**src/rtl/mips_pkg.sv**
```systemverilog
// Shared MIPS decode definitions for the ID/EX stage: opcode/funct codes,
// ALU operation encodings and the ID/EX pipeline-register layout.
package mips_pkg;

    localparam logic [5:0] OP_RTYPE = 6'h00;
    localparam logic [5:0] OP_BEQ   = 6'h04;
    localparam logic [5:0] OP_ADDI  = 6'h08;
    localparam logic [5:0] OP_ADDIU = 6'h09;
    localparam logic [5:0] OP_SLTI  = 6'h0A;
    localparam logic [5:0] OP_ANDI  = 6'h0C;
    localparam logic [5:0] OP_ORI   = 6'h0D;
    localparam logic [5:0] OP_XORI  = 6'h0E;
    localparam logic [5:0] OP_LUI   = 6'h0F;
    localparam logic [5:0] OP_LW    = 6'h23;
    localparam logic [5:0] OP_SW    = 6'h2B;

    localparam logic [5:0] FN_ADD = 6'h20;
    localparam logic [5:0] FN_SUB = 6'h22;
    localparam logic [5:0] FN_AND = 6'h24;
    localparam logic [5:0] FN_OR  = 6'h25;
    localparam logic [5:0] FN_SLT = 6'h2A;

    typedef enum logic [3:0] {
        ALU_ADD = 4'd0,
        ALU_SUB = 4'd1,
        ALU_AND = 4'd2,
        ALU_OR  = 4'd3,
        ALU_XOR = 4'd4,
        ALU_SLT = 4'd5,
        ALU_LUI = 4'd6
    } alu_op_t;

    typedef struct packed {
        logic        valid;
        logic        reg_we;
        logic        mem_we;
        logic        mem_to_reg;
        logic        alu_src;
        logic        reg_dst;
        logic        branch;
        logic        illegal;
        alu_op_t     alu_op;
        logic [31:0] rd1;
        logic [31:0] rd2;
        logic [31:0] imm;
        logic [31:0] pc4;
        logic [4:0]  rs;
        logic [4:0]  rt;
        logic [4:0]  rd;
    } id_ex_t;

    localparam id_ex_t ID_EX_BUBBLE = '0;

    // Instructions that read rt as a source operand (rather than writing it).
    function automatic logic uses_rt(input logic [5:0] op);
        return (op == OP_RTYPE) || (op == OP_SW) || (op == OP_BEQ);
    endfunction

endpackage

```
**src/rtl/ext_unit.sv**
```systemverilog
// 16-to-32-bit immediate extender: zero extension when ext_zero0_sign1=0,
// sign extension when ext_zero0_sign1=1.
module ext_unit (
    input  logic        ext_zero0_sign1,
    input  logic [15:0] a,
    output logic [31:0] y
);

    assign y = {{16{ext_zero0_sign1 & a[15]}}, a};

endmodule

```
**src/rtl/id_ex_stage.sv**
```systemverilog
// MIPS ID decode plus ID/EX pipeline register with load-use hazard detect.
// Optional bubble counter output enabled by defining ID_EX_PERF_CNT_EN.
module id_ex_stage
    import mips_pkg::*;
(
    input  logic        clk,
    input  logic        rst,
    input  logic [31:0] instr_d,
    input  logic        valid_d,
    input  logic [31:0] pc4_d,
    input  logic [31:0] rd1_d,
    input  logic [31:0] rd2_d,
    input  logic        stall_e,
    input  logic        flush_e,
    output logic        valid_e,
    output logic        reg_we_e,
    output logic        mem_we_e,
    output logic        mem_to_reg_e,
    output logic        alu_src_e,
    output logic        reg_dst_e,
    output logic        branch_e,
    output logic        illegal_e,
    output logic [3:0]  alu_op_e,
    output logic [31:0] rd1_e,
    output logic [31:0] rd2_e,
    output logic [31:0] imm_e,
    output logic [31:0] pc4_e,
    output logic [4:0]  rs_e,
    output logic [4:0]  rt_e,
    output logic [4:0]  rd_e,
    output logic        lu_hazard_d
`ifdef ID_EX_PERF_CNT_EN
    ,
    output logic [31:0] bubble_cnt
`endif
);

    logic [5:0]  op;
    logic [5:0]  funct;
    logic        ext_sign;
    logic [31:0] imm_ext;
    id_ex_t      dec;
    id_ex_t      load_val;
    id_ex_t      q;

    assign op    = instr_d[31:26];
    assign funct = instr_d[5:0];

    assign ext_sign = !((op == OP_ANDI) || (op == OP_ORI) ||
                        (op == OP_XORI) || (op == OP_LUI));

    ext_unit u_ext (
        .ext_zero0_sign1 (ext_sign),
        .a               (instr_d[15:0]),
        .y               (imm_ext)
    );

    // NOTE: every field gets a default before the case so no path leaves a
    // field unassigned and no latch is inferred.
    always_comb begin
        dec        = ID_EX_BUBBLE;
        dec.valid  = 1'b1;
        dec.alu_op = ALU_ADD;
        dec.rd1    = rd1_d;
        dec.rd2    = rd2_d;
        dec.pc4    = pc4_d;
        dec.rs     = instr_d[25:21];
        dec.rt     = instr_d[20:16];
        dec.rd     = instr_d[15:11];
        case (op)
            OP_RTYPE: begin
                dec.reg_we  = 1'b1;
                dec.reg_dst = 1'b1;
                case (funct)
                    FN_ADD:  dec.alu_op = ALU_ADD;
                    FN_SUB:  dec.alu_op = ALU_SUB;
                    FN_AND:  dec.alu_op = ALU_AND;
                    FN_OR:   dec.alu_op = ALU_OR;
                    FN_SLT:  dec.alu_op = ALU_SLT;
                    default: begin
                        dec.illegal = 1'b1;
                        dec.reg_we  = 1'b0;
                        dec.reg_dst = 1'b0;
                    end
                endcase
            end
            OP_ADDI, OP_ADDIU: begin
                dec.reg_we  = 1'b1;
                dec.alu_src = 1'b1;
            end
            OP_SLTI: begin
                dec.reg_we  = 1'b1;
                dec.alu_src = 1'b1;
                dec.alu_op  = ALU_SLT;
            end
            OP_ANDI: begin
                dec.reg_we  = 1'b1;
                dec.alu_src = 1'b1;
                dec.alu_op  = ALU_AND;
            end
            OP_ORI: begin
                dec.reg_we  = 1'b1;
                dec.alu_src = 1'b1;
                dec.alu_op  = ALU_OR;
            end
            OP_XORI: begin
                dec.reg_we  = 1'b1;
                dec.alu_src = 1'b1;
                dec.alu_op  = ALU_XOR;
            end
            OP_LUI: begin
                // The immediate stays unshifted; the ALU applies the <<16.
                dec.reg_we  = 1'b1;
                dec.alu_src = 1'b1;
                dec.alu_op  = ALU_LUI;
            end
            OP_LW: begin
                dec.reg_we     = 1'b1;
                dec.alu_src    = 1'b1;
                dec.mem_to_reg = 1'b1;
            end
            OP_SW: begin
                dec.mem_we  = 1'b1;
                dec.alu_src = 1'b1;
            end
            OP_BEQ: begin
                dec.branch = 1'b1;
                dec.alu_op = ALU_SUB;
            end
            default: dec.illegal = 1'b1;
        endcase
    end

    always_comb begin
        load_val     = dec;
        load_val.imm = imm_ext;
        if (!valid_d)
            load_val = ID_EX_BUBBLE;
    end

    // NOTE: sequential state uses non-blocking assignments so every register
    // samples pre-edge values regardless of process ordering.
    always_ff @(posedge clk or posedge rst) begin
        if (rst)
            q <= ID_EX_BUBBLE;
        else if (flush_e)
            q <= ID_EX_BUBBLE;
        else if (!stall_e)
            q <= load_val;
    end

    assign valid_e      = q.valid;
    assign reg_we_e     = q.reg_we;
    assign mem_we_e     = q.mem_we;
    assign mem_to_reg_e = q.mem_to_reg;
    assign alu_src_e    = q.alu_src;
    assign reg_dst_e    = q.reg_dst;
    assign branch_e     = q.branch;
    assign illegal_e    = q.illegal;
    assign alu_op_e     = q.alu_op;
    assign rd1_e        = q.rd1;
    assign rd2_e        = q.rd2;
    assign imm_e        = q.imm;
    assign pc4_e        = q.pc4;
    assign rs_e         = q.rs;
    assign rt_e         = q.rt;
    assign rd_e         = q.rd;

    assign lu_hazard_d = !rst && q.valid && q.mem_to_reg && (q.rt != 5'd0) &&
                         ((q.rt == instr_d[25:21]) ||
                          ((q.rt == instr_d[20:16]) && uses_rt(op)));

`ifdef ID_EX_PERF_CNT_EN
    logic bubble_cap;

    // A flush always captures a bubble; an invalid ID slot only when not stalled.
    assign bubble_cap = flush_e || (!stall_e && !valid_d);

    always_ff @(posedge clk or posedge rst) begin
        if (rst)
            bubble_cnt <= '0;
        else if (bubble_cap && (bubble_cnt != 32'hFFFF_FFFF))
            bubble_cnt <= bubble_cnt + 32'd1;
    end
`endif

endmodule

```
**config.mk**
```make
export PLATFORM = sky130hd
export DESIGN_NAME = id_ex_stage
export DESIGN_NICKNAME = d
export VERILOG_FILES = /design/src/rtl/mips_pkg.sv /design/src/rtl/ext_unit.sv /design/src/rtl/id_ex_stage.sv
export SDC_FILE = /design/constraint.sdc
export NUM_CORES = 1
export LEC_CHECK = 0
export CORE_MARGIN = 2
export CORE_UTILIZATION = 34
export CTS_BUF_LIST = sky130_fd_sc_hd__clkbuf_16
export DETAILED_ROUTE_END_ITERATION = 6
export GPL_TIMING_DRIVEN = 0
export PLACE_DENSITY_LB_ADDON = 0.08
export RECOVER_POWER = 100
export SLEW_MARGIN = 10
export SYNTH_ARGS = -nofsm -noshare
export SYNTH_HDL_FRONTEND = slang
export SYNTH_HIERARCHICAL = 1
export SYNTH_SLANG_ARGS = --single-unit
```
**constraint.sdc**
```tcl
create_clock -name clk -period 13 [get_ports clk]
set_clock_uncertainty 0.1 [all_clocks]
set_input_delay 2.6 -clock clk [delete_from_list [all_inputs] [get_ports clk]]
set_output_delay 2.6 -clock clk [all_outputs]
set_load 0.005 [all_outputs]
```
==> impl_metrics.py <==
metrics = {
    "run_status": {
        "outcome": "finished with violations",
        "violations": "max-capacitance violations, max-slew violations",
    },
    "synthesis": {
        "yosysSeqAreaShare_pct": 64.19,
        "ys.flop_type": "dfrtp_1",
        "ys_warn_count": 6,
        "ys_types": 38,
        "ys_top_cells_by_count": "dfrtp_1 (154), a22o_1 (147), buf_4 (32), clkbuf_1 (24), nand2_1 (14)",
        "synthMuxAreaShare_pct": 0.1667,
        "synth_top_family_by_area": "compound AO/OA/AOI/OAI gates",
        "synth-edff-count": 0,
        "syn_inst": 448,
        "synth_compound_area_share_pct": 23.59,
        "synth_seq_cells": 154,
        "yosysTopAreaCellShare_pct": 64.19,
        "synth_xor_area_share_pct": 1.459,
        "ys_top_cells_by_area": "dfrtp_1 (64%), a22o_1 (21%), buf_4 (4.0%), clkbuf_1 (1.5%), nand2_1 (0.88%)",
        "synth_nets": 581,
        "async_flop_share_pct": 100.0,
        "synth_most_common_cell": "dfrtp_1",
        "synth_top_area_cell": "dfrtp_1",
        "syn_avg_cell_area_um2": 13.40,
        "synth-simple-area-share_pct": 4.043,
        "synth.cell_area_um2": 6003,
        "synthAdderAreaFrac_pct": 0,
    },
    "critical_path": {
        "path_class": "input port to primary output",
        "r2r_cells": 1,
        "endpoint": "lu_hazard_d",
        "start_kind": "input port",
        "end_kind": "primary output",
        "rrSetupSlack_ns": 12.11,
        "regToRegStartpoint": "rt_e[3]",
        "path_max_fanout": 8,
        "cp.arrival_ns": 5.00,
        "r2r-end": "rt_e[3]",
        "startpoint": "instr_d[26]",
        "critPathRequiredTime_ns": 10.30,
    },
    "floorplan": {
        "die_width_um": 136.9,
        "fp-row-count": 48,
        "start_util_pct": 34.71,
        "dieArea_um2": 18740,
        "top_level_ports": 289,
        "die_h_um": 136.9,
        "core_area_um2": 17300,
    },
    "route": {
        "num_vias": 4835,
        "wirelength_um": 18090,
        "wl_met2_um": 8480,
        "first_iter_violations": 219,
        "drc": 0,
        "viasPerCell": 4.894,
        "wl_per_cell_um": 18.30,
        "top_layer": "met4",
        "met3WireLength_um": 1740,
        "firstDrtPassIters": 4,
        "wirelength_met1_um": 7387,
        "ant_nets": 0,
    },
    "clocking": {
        "clk_latency_ns": 0.41,
        "cts.hold.buffers_added": 0,
        "path_clk_slew_ns": 0.06,
        "cts_htree_levels": 4,
        "cts_buffers": 17,
        "post-cts-setup-buffers": 0,
        "cts_num_sinks": 154,
        "clockBufferDepth": 2,
        "cts_tree": "done",
        "cts_root_buffer": "clkbuf_16",
        "cts_resized": 0,
    },
    "power_and_ir_drop": {
        "ir_worst_vdd_mv": 0.08542,
        "cellPowerDensity_nw_per_um2": 117.3,
        "p_leak_uw": 0.004791,
    },
    "layout": {
        "diodes": 0,
        "final_cell_area_um2": 9716,
        "multi_input_area_um2": 1760,
        "area_growth_pct": 61.84,
        "final_core_util_pct": 56.17,
        "final-seq-area_um2": 3854,
        "num-nets-final": 883,
        "drive_above_1_share_pct": 8.912,
        "fillers": 1462,
    },
    "global_routing": {
        "grt_pass1_vias": 5113,
        "grt_overflow": 0,
        "grtUsageTotal_pct": 19.53,
        "antenna_found_initial": 0,
        "grt_max_degree": 86,
        "grt_pass1_wl_um": 27860,
    },
    "sta": {
        "grt_setup_unrepaired": "no",
        "fmax_ghz": 0.1299,
        "max_slew.worst_pin.slew_ns": 4.567,
        "fin_crit_ns": 7.700,
        "tns_ns": 0,
        "drv_slew": 86,
        "setup-violations-final": 0,
        "slew_headroom_pct": -204.5,
        "period_share_pct": 59.23,
        "hold_violations": 0,
    },
    "placed_design": {
        "place_congestion": 0.8065,
        "io_buffers": 282,
        "placed_cell_area_um2": 9143,
        "hpwl_um": 13550,
    },
    "flow_run": {
        "maxCapViolations": 1,
    },
    "hold_path": {
        "hold_path.class": "flop to flop",
    },
}
-- per-layer routing --
layer	track usage, %	vias to the layer above
li1	-	2266
met1	23.67	2344
met2	31.25	194
met3	7.593	31
met4	7.961	0
met5	0	-
-- flip-flops by register name, summed over array words and instances, names as in the netlist --
| signal | flops |
|---|---|
| imm_e | 32 |
| pc4_e | 32 |
| rd1_e | 32 |
| rd2_e | 32 |
| rd_e | 5 |
| rs_e | 5 |
| rt_e | 5 |
| alu_op_e | 3 |
| alu_src_e | 1 |
| branch_e | 1 |
| illegal_e | 1 |
| mem_to_reg_e | 1 |
| mem_we_e | 1 |
| reg_dst_e | 1 |
| reg_we_e | 1 |
| valid_e | 1 |
-- through the flow --
step	hold WS (ns)	cells	worst slack (ns)	power, µW
4_1_cts	0.3718	988	5.346	1164
2_1_floorplan	0.3628	448	3.913	563.8
6_report	0.3600	988	5.300	1139
3_3_place_gp	0.3641	955	1.700	655.2
3_5_place_dp	0.3592	956	5.360	658.9
5_1_grt	0.4019	988	4.508	1187
-- worst min-delay path by stage --
stage,start,cells past startpoint,slack [ns],to
5_1_grt,alu_src_e,2,0.40,alu_src_e
6_report,alu_src_e,2,0.36,alu_src_e
3_3_place_gp,alu_src_e,2,0.36,alu_src_e
3_5_place_dp,alu_src_e,2,0.36,alu_src_e
2_1_floorplan,alu_src_e,2,0.36,alu_src_e
4_1_cts,alu_src_e,2,0.37,alu_src_e
-- power by group --
group | switching (µW) | total, µW | internal (µW)
clock network | 197 | 499 | 302
logic | 54.4 | 134 | 79.4
registers | 9.93 | 506 | 497
total | 261 | 1140 | 878
-- layout by cell type (no fill, tap or decap), types with 3 or more instances in the layout --
master           Yosys  routed
o21ai_0              8       8
buf_4               32      30
clkbuf_1            24      32
xor2_1               4       4
nor2_1               6       6
nand2_1             14      14
inv_1                4       3
a22o_1             147     147
dfrtp_1            154     154
a21oi_1              3       3
o22ai_1              3       3
buf_1                9       3
clkdlybuf4s50_1      0     124
bufinv_16            0       3
clkbuf_16            0      17
inv_6                0       3
xnor2_1              6       6
clkinv_2             0       4
dlygate4sd3_1        0     158
nor3b_1              3       3
-- layout make-up --
type	instances	area share, %
multi-input cells	223	18.12
clock inverters	15	1.777
repair buffers	283	29.09
clock buffers	17	4.379
plain buffers	67	3.838
flip-flops and latches	154	39.67
inverters	4	0.2318
well taps	225	2.898
-- worst max-delay path, cell delays in order --
cell and delay (ns):
clkdlybuf4s50_1 0.61, and4b_1 0.33, a22oi_1 0.12, or4_2 0.57
a21oi_1 0.16, dlygate4sd3_1 0.62
-- cells by family after synthesis --
kind of cell / after synthesis
DFF: 154
AOI/OAI and AO/OA: 168
muxes: 1
xor gates and xnor gates: 10
and+or+nand+nor: 43
other: 1
buffers and inverters: 71
Note: power is estimated with default switching activity, not from simulation.
